$ cat src/rtl/inert_intf_ctrl.sv
// Inertial sensor sequencer: power-up wait, register configuration, then on each
// data-ready interrupt reads PL/PH/AL/AH over the SPI master and publishes both words at once.
module inert_intf_ctrl #(
  parameter int INIT_CYCLES = 65535
) (
  input  logic               clk,
  input  logic               rst,
  input  logic               INT,
  input  logic               done,
  input  logic [15:0]        rd_data,
  output logic               wrt,
  output logic [15:0]        cmd,
  output logic signed [15:0] ptch_rt,
  output logic signed [15:0] AZ,
  output logic               vld,
  output logic [3:0]         dbg_state
);

  // Handshake: wrt is a one-cycle request with cmd valid alongside it; the SPI master
  // answers with a one-cycle done (rd_data valid in that cycle). One transaction in flight.

  typedef enum logic [3:0] {
    S_INIT_WAIT = 4'd0,
    S_CFG0      = 4'd1,
    S_CFG1      = 4'd2,
    S_CFG2      = 4'd3,
    S_CFG3      = 4'd4,
    S_IDLE      = 4'd5,
    S_RD_PL     = 4'd6,
    S_RD_PH     = 4'd7,
    S_RD_AL     = 4'd8,
    S_RD_AH     = 4'd9,
    S_PUB       = 4'd10
  } state_t;

  localparam logic [15:0] INIT_LAST = 16'(INIT_CYCLES - 1);

  state_t      state_q, state_d;
  logic [15:0] timer_q, timer_d;
  logic        int_ff1_q, int_ff1_d;
  logic        int_ff2_q, int_ff2_d;
  logic        wrt_q, wrt_d;
  logic        vld_q, vld_d;
  logic [15:0] cmd_q, cmd_d;
  logic [15:0] ptch_q, ptch_d;
  logic [15:0] az_q, az_d;
  logic [7:0]  pl_q, pl_d;
  logic [7:0]  ph_q, ph_d;
  logic [7:0]  al_q, al_d;
  logic        accept;
  logic        unused_rd_hi;

  function automatic logic is_txn(input state_t s);
    return (s inside {S_CFG0, S_CFG1, S_CFG2, S_CFG3, S_RD_PL, S_RD_PH, S_RD_AL, S_RD_AH});
  endfunction

  function automatic logic [15:0] cmd_of(input state_t s);
    case (s)
      S_CFG0:  return 16'h0D02;
      S_CFG1:  return 16'h1053;
      S_CFG2:  return 16'h1150;
      S_CFG3:  return 16'h1460;
      S_RD_PL: return 16'hA200;
      S_RD_PH: return 16'hA300;
      S_RD_AL: return 16'hAC00;
      S_RD_AH: return 16'hAD00;
      default: return 16'h0000;
    endcase
  endfunction

  assign unused_rd_hi = ^rd_data[15:8];

  always_comb begin
    state_d   = state_q;
    timer_d   = timer_q;
    int_ff1_d = INT;
    int_ff2_d = int_ff1_q;
    wrt_d     = 1'b0;
    vld_d     = 1'b0;
    cmd_d     = cmd_q;
    ptch_d    = ptch_q;
    az_d      = az_q;
    pl_d      = pl_q;
    ph_d      = ph_q;
    al_d      = al_q;
    // done only counts once the request cycle is over
    accept    = is_txn(state_q) && !wrt_q && done;

    case (state_q)
      S_INIT_WAIT: begin
        if (timer_q == INIT_LAST) state_d = S_CFG0;
        else                      timer_d = timer_q + 16'd1;
      end
      S_CFG0: if (accept) state_d = S_CFG1;
      S_CFG1: if (accept) state_d = S_CFG2;
      S_CFG2: if (accept) state_d = S_CFG3;
      S_CFG3: if (accept) state_d = S_IDLE;
      S_IDLE: if (int_ff2_q) state_d = S_RD_PL;
      S_RD_PL: if (accept) begin
        pl_d    = rd_data[7:0];
        state_d = S_RD_PH;
      end
      S_RD_PH: if (accept) begin
        ph_d    = rd_data[7:0];
        state_d = S_RD_AL;
      end
      S_RD_AL: if (accept) begin
        al_d    = rd_data[7:0];
        state_d = S_RD_AH;
      end
      S_RD_AH: if (accept) begin
        ptch_d  = {ph_q, pl_q};
        az_d    = {rd_data[7:0], al_q};
        vld_d   = 1'b1;
        state_d = S_PUB;
      end
      S_PUB:   state_d = S_IDLE;
      default: state_d = S_INIT_WAIT;
    endcase

    // Request and command are registered on the edge that enters a transaction state
    if (state_d != state_q && is_txn(state_d)) begin
      wrt_d = 1'b1;
      cmd_d = cmd_of(state_d);
    end
  end

  always_ff @(posedge clk or posedge rst) begin
    if (rst) begin
      state_q   <= S_INIT_WAIT;
      timer_q   <= 16'h0000;
      int_ff1_q <= 1'b0;
      int_ff2_q <= 1'b0;
      wrt_q     <= 1'b0;
      vld_q     <= 1'b0;
      cmd_q     <= 16'h0000;
      ptch_q    <= 16'h0000;
      az_q      <= 16'h0000;
      pl_q      <= 8'h00;
      ph_q      <= 8'h00;
      al_q      <= 8'h00;
    end else begin
      state_q   <= state_d;
      timer_q   <= timer_d;
      int_ff1_q <= int_ff1_d;
      int_ff2_q <= int_ff2_d;
      wrt_q     <= wrt_d;
      vld_q     <= vld_d;
      cmd_q     <= cmd_d;
      ptch_q    <= ptch_d;
      az_q      <= az_d;
      pl_q      <= pl_d;
      ph_q      <= ph_d;
      al_q      <= al_d;
    end
  end

  assign wrt       = wrt_q;
  assign vld       = vld_q;
  assign cmd       = cmd_q;
  assign ptch_rt   = ptch_q;
  assign AZ        = az_q;
  assign dbg_state = state_q;

endmodule

$ cat config.mk
export PLATFORM = sky130hd
export DESIGN_NAME = inert_intf_ctrl
export DESIGN_NICKNAME = d
export VERILOG_FILES = /design/src/rtl/inert_intf_ctrl.sv
export SDC_FILE = /design/constraint.sdc
export NUM_CORES = 1
export LEC_CHECK = 0
export BUFFER_PORTS_ARGS = -buffer_cell sky130_fd_sc_hd__buf_2
export CAP_MARGIN = 5
export CORE_UTILIZATION = 42
export CTS_BUF_LIST = sky130_fd_sc_hd__clkbuf_8 sky130_fd_sc_hd__clkbuf_16
export CTS_CLUSTER_DIAMETER = 60
export DETAILED_ROUTE_END_ITERATION = 8
export PLACE_DENSITY = 0.63
export SLEW_MARGIN = 20
export SYNTH_ARGS = -nofsm -noshare
export SYNTH_HDL_FRONTEND = slang
export SYNTH_SLANG_ARGS = --single-unit
$ cat constraint.sdc
create_clock -name clk -period 3.83 [get_ports clk]
set_input_delay 0.1915 -clock clk [delete_from_list [all_inputs] [get_ports clk]]
set_output_delay 0.1915 -clock clk [all_outputs]
set_load 0.1 [all_outputs]
==> results of run 1 <==
cells in the final DEF (no fill, tap or decap), drive strengths merged, types with 2 or more instances in the layout:
master,synthesis,final
inv,17,20
nand2b,3,3
nand4,7,7
buf,15,64
nor2,11,11
nor3,7,7
and2,4,4
dfrtp,90,90
mux2i,7,7
o22ai,2,2
nor4,2,2
xor2,6,6
ha,6,6
and2b,2,2
clkinv,0,2
clkbuf,4,9
bufinv,0,2
nor3b,2,2
a21oi,5,5
conb,1,4
nand3,9,9
mux2,28,28
o21ai,2,2
a211o,3,3
xnor2,9,9
nand2,109,109
metal layers:
layer,share of wire (%),vias up,track usage (%)
met4,1.3,0,5.51
met3,4.3,11,4.89
met1,46,1293,22.4
li1,-,1295,-
met5,0,-,0
met2,48,65,26.3
repair_timing:
action | CTS | global route
hold buffers | 1 | 0
hold endpoints to repair | 1 | 0
setup endpoints to repair | 0 | 0
metrics by stage:
| step | hold slack, ns | cell area [µm²] |
|---|---|---|
| floorplan | 0.223 | 3950 |
| global placement | 0.301 | 4290 |
| detailed placement | 0.304 | 4290 |
| CTS | 0.0741 | 4520 |
| global route | 0.00767 | 4520 |
| finish | -0.0398 | 4520 |
worst max path at each step:
stage / cells after the start / from / slack [ns] / to
after floorplan: 10 / dbg_state[2] / 0.38 / cmd[13]
after global placement: 8 / dbg_state[2] / 0.52 / cmd[10]
after detailed placement: 9 / dbg_state[3] / 0.45 / cmd[8]
after CTS: 9 / dbg_state[3] / 0.45 / cmd[8]
after global routing: 9 / dbg_state[3] / 0.23 / cmd[8]
final: 9 / dbg_state[2] / 0.51 / cmd[8]
registers in the layout, indices dropped and copies added, names as in the netlist:
signal	count
ph_q	8
int_ff1_q	1
timer_q	16
dbg_state	4
al_q	8
ptch_rt	16
AZ	16
cmd	10
pl_q	8
int_ff2_q	1
wrt	1
vld	1
worst max-delay path, stage by stage (launching register included):
cell and delay (ns):
sky130_fd_sc_hd__dfrtp_1 0.52, sky130_fd_sc_hd__and2b_1 0.25, sky130_fd_sc_hd__a21oi_1 0.14, sky130_fd_sc_hd__a2bb2oi_1 0.39, sky130_fd_sc_hd__inv_1 0.18, sky130_fd_sc_hd__ha_1 0.25, sky130_fd_sc_hd__or4_4 0.52, sky130_fd_sc_hd__o2111ai_2 0.54
sky130_fd_sc_hd__buf_4 0.24, sky130_fd_sc_hd__mux2i_1 0.21
final cells by class:
type                            count  area [µm²]
Clock buffer                        9         124
Clock inverter                      7        98.8
Fill cell                         828        4370
Inverter                           17        66.3
Multi-Input combinational cell    240        1510
Sequential cell                    90        2250
Tap cell                          108         135
Timing Repair Buffer               65         338
power breakdown:
group | total, mW | switching, mW | internal, mW
Clock | 0.716 | 0.342 | 0.373
Sequential | 1.31 | 0.158 | 1.16
Combinational | 1.68 | 1.16 | 0.516
kinds of logic (layout without fill, tap and decap cells):
logic type,after synthesis,after routing,share of synthesized area [%]
XOR/XNOR,15,15,3.34
adder cells (fa/ha/maj),6,6,1.91
other,1,4,0.0953
multiplexers,35,35,10.1
AND/OR/NAND/NOR,160,160,18.8
buffers and inverters,36,98,4.77
flip-flops,90,90,57.3
AO/OA/AOI/OAI,20,20,3.72
cell usage after synthesis, types with 2 or more instances:
cell,number,area share (%)
sky130_fd_sc_hd__o22ai_1,2,0.32
sky130_fd_sc_hd__nand2_1,109,10
sky130_fd_sc_hd__and2b_1,2,0.38
sky130_fd_sc_hd__a211o_1,3,0.67
sky130_fd_sc_hd__buf_2,4,0.51
sky130_fd_sc_hd__inv_1,16,1.5
sky130_fd_sc_hd__buf_4,6,1.1
sky130_fd_sc_hd__buf_6,2,0.57
sky130_fd_sc_hd__buf_1,3,0.29
sky130_fd_sc_hd__mux2_2,25,7.2
sky130_fd_sc_hd__a21oi_1,5,0.64
sky130_fd_sc_hd__mux2_4,3,1.1
sky130_fd_sc_hd__nor3_1,6,0.76
sky130_fd_sc_hd__xnor2_1,9,2.0
sky130_fd_sc_hd__and2_1,2,0.32
sky130_fd_sc_hd__nor2_1,10,0.95
sky130_fd_sc_hd__xor2_1,6,1.3
sky130_fd_sc_hd__nand3_1,9,1.1
sky130_fd_sc_hd__mux2i_1,7,1.8
sky130_fd_sc_hd__and2_2,2,0.38
sky130_fd_sc_hd__nand2b_4,2,0.70
sky130_fd_sc_hd__dfrtp_1,90,57
sky130_fd_sc_hd__nand4_1,7,1.1
sky130_fd_sc_hd__clkbuf_1,3,0.29
sky130_fd_sc_hd__ha_1,6,1.9
==> PnR_summary.wiki, run 1 <==
{| class="wikitable"
! Metric !! Value
|-
| Critical path endpoint category || flop
|-
| CTS clk-pin slew, worst paths || 0.09 ns
|-
| Endpoints failing setup || 0
|-
| Resized Gates After CTS || 0
|-
| Peak ir drop on the vdd network || 0.563 mV
|-
| Fraction of the yosys area taken by sequential cells || about 57%
|-
| Post-synthesis to final-layout area growth || 14.9%
|-
| Total power || 3.71 mW
|-
| FP Rows || 34
|-
| Setup Total Neg Slack || 0 ns
|-
| Gr ovfl total || 0
|-
| 1st-pass router iterations || 4
|-
| Critical path class || reg -> reg
|-
| Tmin final || 3.32 ns
|-
| Total routed wirelength || 7350 µm
|-
| Arr. time, crit path || about 3.6 ns
|-
| Synth cell types || 49
|-
| Path type of the worst min-delay path || in -> async
|-
| Setup repair after global routing missed its margin || no
|-
| Largest net degree at the start of global routing || 64
|-
| Fraction of layout cells with a size suffix above 1 || 28.0%
|-
| Placer's final routability congestion estimate || approximately 0.73
|-
| Routed length per placed instance || 13.7 µm
|-
| Post-layout worst setup margin || 0.513 ns
|-
| Number of non-filler instances in the completed layout || 536
|-
| Hpwl dp || 5080 µm
|-
| Endpoint of the worst-slack reg-to-reg timing path || cmd[8]
|-
| Period utilisation layout || 86.6%
|-
| Flip-flop cell with the highest count after synthesis || sky130_fd_sc_hd__dfrtp_1
|-
| Fraction of the core area covered by cells at the end of the flow || 50.8%
|-
| Wire length of the first global-routing pass || around 13000 µm
|-
| Initial core utilization || between 40% and 50%
|-
| Reg2Reg Depth || 9
|-
| Total number of vias || ~2700
|-
| Flop and latch count out of synthesis || 90
|-
| DRC violation count after routing || 0
|-
| Run status || finished, violations left
|-
| Failing checks || negative hold slack
|-
| Ys async rst share || 100%
|-
| Post-synth EDFFs || 0
|-
| Boundary pin count || 74
|-
| Antenna diode count || 0
|-
| Number of cells in the design after placement || 519
|-
| Final Hold Vio Count || 57
|-
| Number of vias per cell || 4.97
|-
| Worst R2R Start || dbg_state[2]
|-
| Cell area after synthesis || 0.00393 mm²
|-
| Total Die Area || 0.00976 mm²
|-
| Die Ht || a little under 100 µm
|-
| Crit-path max FO || 11
|-
| Number of antenna violations at the first check in global routing || 0
|-
| Required @ worst endpoint || around 4.1 ns
|-
| Total power divided by cell area || 820 mW/mm²
|-
| Leakage || roughly 2.4 nW
|-
| Clock sink count || 90
|-
| Flop-to-flop setup slack || about 0.5 ns
|-
| Worst-case setup slack after placement || 0.445 ns
|-
| Post-Route Hold Slack || -0.0398 ns
|-
| Max-Slew Margin vs Limit || between 30% and 40%
|-
| Mean Syn Cell Area || 10.8 µm²
|-
| Post-Synthesis Cells || 363
|-
| Fmax achieved || between 0.3 and 0.4 GHz
|-
| Pins over their slew limit || 0
|-
| Die outline width || 98.8 µm
|-
| Number of global-route vias before repair || 2676
|-
| Detailed router's first-iteration violation count || 90
|-
| Number of nets with antenna violations after detailed routing || 0
|-
| Clock tree from TritonCTS || yes
|-
| Root buffer selected by CTS || sky130_fd_sc_hd__clkbuf_8
|-
| Total global routing track utilization || ~17%
|-
| Setup clock skew after layout || 0.0113 ns
|-
| Worst-case clock buffer depth || 2
|-
| Clock latency on the worst-skew pair || 0.36 ns
|-
| Port bufs || between 60 and 70
|-
| Crit path launch type || flop
|-
| Post-CTS Setup Bufs || 0
|-
| Worst slew pin tran || 0.897 ns
|-
| Total number of nets in the final design || 449
|-
| Std-Cell Core Area || just under 0.009 mm²
|-
| Syn. warnings || 0
|-
| H-tree levels || 3
|-
| Number of CTS-inserted buffers || 9
|-
| Total of max-cap violations || 0
|}
Power figures use the tool's default switching activity.
==> run 2: changes to the inputs <==
Settings changed: ABC_AREA set to 1, PLACE_DENSITY 0.63 to not set.
==> run 2 against run 1 <==
  * The run still ends with negative hold slack left
  * Register-to-register slack gained 0.44 ns
  * Die area is 3.3% higher
  * Via count grew 14%
  * Worst setup slack better by 0.44 ns
  * Routed wire length up 10%
  * Critical path type unchanged
  * Largest cell class unchanged
  * Global-route usage up 1.2 points
  * Non-clock buffer count decreased by 1
==> PnR_summary.wiki, run 2 <==
{| class="wikitable"
! Metric !! Value
|-
| Run status || finished, violations left
|-
| Failing checks || negative hold slack
|-
| Setup Total Neg Slack || 0 ns (unchanged)
|-
| Most instantiated cells after synthesis || sky130_fd_sc_hd__nand2_1 (227), sky130_fd_sc_hd__dfrtp_1 (90), sky130_fd_sc_hd__inv_1 (25)
|-
| Power spent charging and discharging nets || 2.00 mW (+21%)
|-
| Gr ovfl total || 0 (unchanged)
|-
| Max-Slew Margin vs Limit || 33.9% (-6.0 points)
|-
| Number of nets with antenna violations after detailed routing || 0 (unchanged)
|-
| Final Hold Vio Count || 5 (-91%)
|-
| Fmax achieved || 0.348 GHz (+15%)
|-
| Initial core utilization || 43.6% (-0.65 points)
|-
| Std-Cell Core Area || 0.00933 mm² (+4.9%)
|-
| Post-synth top area share || 55.4% (-1.9 points)
|-
| Detailed router's first-iteration violation count || 99 (+10%)
|-
| Number of CTS-inserted buffers || 9 (unchanged)
|-
| FP Rows || 35 (+2.9%)
|-
| Delay of the slowest critical-path stage || 0.48 ns (-0.06 ns)
|-
| Post-synthesis to final-layout area growth || 15.3%
|-
| Flop pwr share || 34.0% (-1.4 points)
|-
| Number of antenna violations at the first check in global routing || 0 (unchanged)
|-
| Crit path launch type || flop
|-
| Multiplexer area fraction after synthesis || 0% (-10 points)
|-
| Post-synthesis share of cell area spent on and, or, nand and nor gates || 30.9% (+12 points)
|-
| Worst slew pin tran || 0.991 ns (+0.0942 ns)
|-
| Number of global-route vias before repair || 3066 (+15%)
|-
| Boundary pin count || 74 (unchanged)
|-
| Root buffer selected by CTS || sky130_fd_sc_hd__clkbuf_8
|-
| Crit-path leading delay family || simple AND/OR/NAND/NOR gates
|-
| Setup repair after global routing missed its margin || no
|-
| Combinational share of power || 49.2% (+4.0 points)
|-
| Total number of vias || 3044 (+14%)
|-
| Total power divided by cell area || 836 mW/mm² (+2.0%)
|-
| Antenna diode count || 0 (unchanged)
|-
| Cell area after synthesis || 0.00407 mm² (+3.4%)
|-
| Number of vias per cell || 4.59 (-7.6%)
|-
| Crit-path max FO || 17 (+6)
|-
| Most frequent cell after synthesis || sky130_fd_sc_hd__nand2_1
|-
| Critical path, cell by cell || nor2_1, inv_2, nand2_4, nand3_4, nand2_1, nand2_1, nor2_2, inv_1, ha_1, o21ai_0, nand2_1, a21oi_1, nand3_2, nand2_4, inv_1, nand2_1, nand2_1
|-
| Ys async rst share || 100% (unchanged)
|-
| Total global routing track utilization || 17.9% (+1.2 points)
|-
| Wire length of the first global-routing pass || 14300 µm (+13%)
|-
| Largest family of logic cells by synthesized area || simple AND/OR/NAND/NOR gates
|-
| Total routed wirelength || 8090 µm (+10%)
|-
| Total Die Area || 0.0101 mm² (+3.3%)
|-
| Internal || 1.92 mW (-6.3%)
|-
| Hpwl dp || 5590 µm (+10%)
|-
| Post-synth EDFFs || 0 (unchanged)
|-
| Peak ir drop on the vdd network || 0.661 mV (+17%)
|-
| Period utilisation layout || 75.1% (-12 points)
|-
| Placer's final routability congestion estimate || 0.839 (+15%)
|-
| Pins over their slew limit || 0 (unchanged)
|-
| Critical path endpoint category || flop
|-
| H-tree levels || 3 (unchanged)
|-
| Die outline width || 100 µm (+1.6%)
|-
| Buffers plus inverters on the worst setup path || 3 (+1)
|-
| Arr. time, crit path || 3.11 ns (-0.48 ns)
|-
| Post-CTS Setup Bufs || 0 (unchanged)
|-
| Syn. warnings || 0 (unchanged)
|-
| Finished layout cell area || 0.00469 mm² (+3.7%)
|-
| Post-Route Hold Slack || -0.0198 ns (+0.0199 ns)
|-
| Die Ht || 100 µm (+1.6%)
|-
| Flop and latch count out of synthesis || 90 (unchanged)
|-
| Worst-case clock buffer depth || 2 (unchanged)
|-
| Leakage || 2.74 nW (+12%)
|-
| CTS clk-pin slew, worst paths || 0.09 ns (about the same)
|-
| Library cell appearing most often on the critical path || sky130_fd_sc_hd__nand2_1
|-
| Setup clock skew after layout || 0.00770 ns (-0.00364 ns)
|-
| Flip-flop cell with the highest count after synthesis || sky130_fd_sc_hd__dfrtp_1
|-
| Port bufs || 61 (unchanged)
|-
| Synth cell types || 32 (-35%)
|-
| Clock sink count || 90 (unchanged)
|-
| Biggest area contributors in the synthesized netlist || sky130_fd_sc_hd__dfrtp_1 (55%), sky130_fd_sc_hd__nand2_1 (21%), sky130_fd_sc_hd__inv_1 (2.3%)
|-
| Largest net degree at the start of global routing || 66 (+3.1%)
|-
| Routed length per placed instance || 12.2 µm (-11%)
|-
| Post-synth top area cell || sky130_fd_sc_hd__dfrtp_1
|-
| Cell area after placement || 0.00447 mm² (+4.4%)
|-
| Path type of the worst min-delay path || in -> async
|-
| Total number of nets in the final design || 555 (+24%)
|-
| Clock tree from TritonCTS || yes
|-
| Required @ worst endpoint || 4.07 ns (-0.04 ns)
|-
| Clock latency on the worst-skew pair || 0.35 ns (about the same)
|-
| Commonest non-fill, non-tap cell in the layout || sky130_fd_sc_hd__nand2_1
|-
| Critical path class || reg -> reg
|-
| Fraction of layout cells with a size suffix above 1 || 22.1% (-5.9 points)
|-
| Fraction of the yosys area taken by sequential cells || 55.4% (-1.9 points)
|-
| 1st-pass router iterations || 4 (unchanged)
|-
| Fill cell count || 932 (+13%)
|-
| Post-Synth XOR/XNOR Area || 3.02% (-0.32 points)
|-
| Total of max-cap violations || 0 (unchanged)
|-
| Adder-cell area share of the yosys netlist || 1.85% (-0.062 points)
|-
| DRC violation count after routing || 0 (unchanged)
|-
| Mean Syn Cell Area || 8.76 µm² (-19%)
|-
| Endpoints failing setup || 0 (unchanged)
|-
| Post-synthesis compound-gate area fraction || 3.69% (-0.029 points)
|-
| Post-Synthesis Cells || 464 (+28%)
|-
| Standard cell with the maximum stage delay on the critical path || sky130_fd_sc_hd__dfrtp_1
|-
| Leading cell types in the layout, fill and taps excluded || sky130_fd_sc_hd__nand2_1 (227), sky130_fd_sc_hd__dfrtp_1 (90), sky130_fd_sc_hd__buf_2 (61)
|-
| Tmin final || 2.87 ns (-0.442 ns)
|-
| Clock share of power || 16.8% (-2.5 points)
|-
| Sw frac || 51.1% (+6.3 points)
|}
-- run 2: changes by cell type after synthesis, moves of 4 or more --
cell / delta
sky130_fd_sc_hd__o21ai_0: +8
sky130_fd_sc_hd__nand3_2: +4
sky130_fd_sc_hd__nor2_1: +10
sky130_fd_sc_hd__buf_2: -4
sky130_fd_sc_hd__mux2i_1: -7
sky130_fd_sc_hd__inv_2: +4
sky130_fd_sc_hd__nand2_1: +118
sky130_fd_sc_hd__nand2_2: +7
sky130_fd_sc_hd__o21ai_2: +6
sky130_fd_sc_hd__mux2_2: -25
sky130_fd_sc_hd__inv_1: +9
sky130_fd_sc_hd__nand2_4: +4
sky130_fd_sc_hd__nor3_1: -5
sky130_fd_sc_hd__nor2_2: +5
-- run 2: what timing repair did --
action | 4_1_cts | 5_1_grt
setup endpoints to repair | 0 | 0
hold buffers | 1 | 0
endpoints found under the hold margin | 1 | 0
resized for setup | 0 | 0
-- run 2: area by class of cell --
class / instances / area, µm² / share of cell area (%)
Clock buffer: 10 / 138 / 2.94
Tap cell: 129 / 161 / 3.44
Timing Repair Buffer: 64 / 330 / 7.05
Inverter: 32 / 123 / 2.62
Sequential cell: 90 / 2250 / 48.1
Multi-Input combinational cell: 332 / 1620 / 34.5
Clock inverter: 6 / 65.1 / 1.39
-- run 2: final timing paths --
kind / startpoint / endpoint / slack, ns / cells past startpoint
setup / recovery: dbg_state[2] / cmd[13] / 0.96 / 17
max in group asynchronous: rst / cmd[1] / 3.02 / 3
min in group clk: rd_data[3] / al_q[3] / 0.11 / 3
setup reg to reg: dbg_state[2] / cmd[13] / 0.96 / 17
hold / removal: rst / AZ[15] / -0.02 / 2
hold reg to reg: int_ff1_q / int_ff2_q / 0.36 / 0
-- run 2: power by group through the flow --
stage	Clock, mW	Sequential, mW	Combinational, mW
6_report	0.657	1.33	1.93
5_1_grt	0.720	1.37	2.10
4_1_cts	0.685	1.33	1.95
3_5_place_dp	0	1.35	1.94
3_3_place_gp	0	1.34	1.92
2_1_floorplan	0	2.02	1.03
-- run 2: stage by stage --
step	setup WS [ns]	std cells	total power, mW	util, %
final	0.955	663	3.92	50.2
after detailed placement	0.984	646	3.29	48.0
after floorplan	0.848	467	3.05	-
after CTS	0.960	663	3.97	50.2
after global placement	1.05	646	3.27	48.0
after global routing	0.657	663	4.19	50.2
-- run 2: cell families (layout without fill, tap and decap cells) --
logic type / Yosys count / in the layout
simple gates: 286 / 286
flops: 90 / 90
fa+ha+maj: 6 / 6
xor+xnor: 14 / 14
buf+inv: 45 / 112
compound gates: 22 / 22
other cells: 1 / 4
-- run 2: metal layers --
| layer | track usage, % | wire, µm | vias to the layer above |
|---|---|---|---|
| met4 | 6.80 | 38 | 0 |
| met1 | 24.6 | 3920 | 1440 |
| met3 | 3.41 | 247 | 4 |
| met5 | 0 | 0 | - |
| li1 | - | - | 1548 |
| met2 | 28.3 | 3880 | 52 |
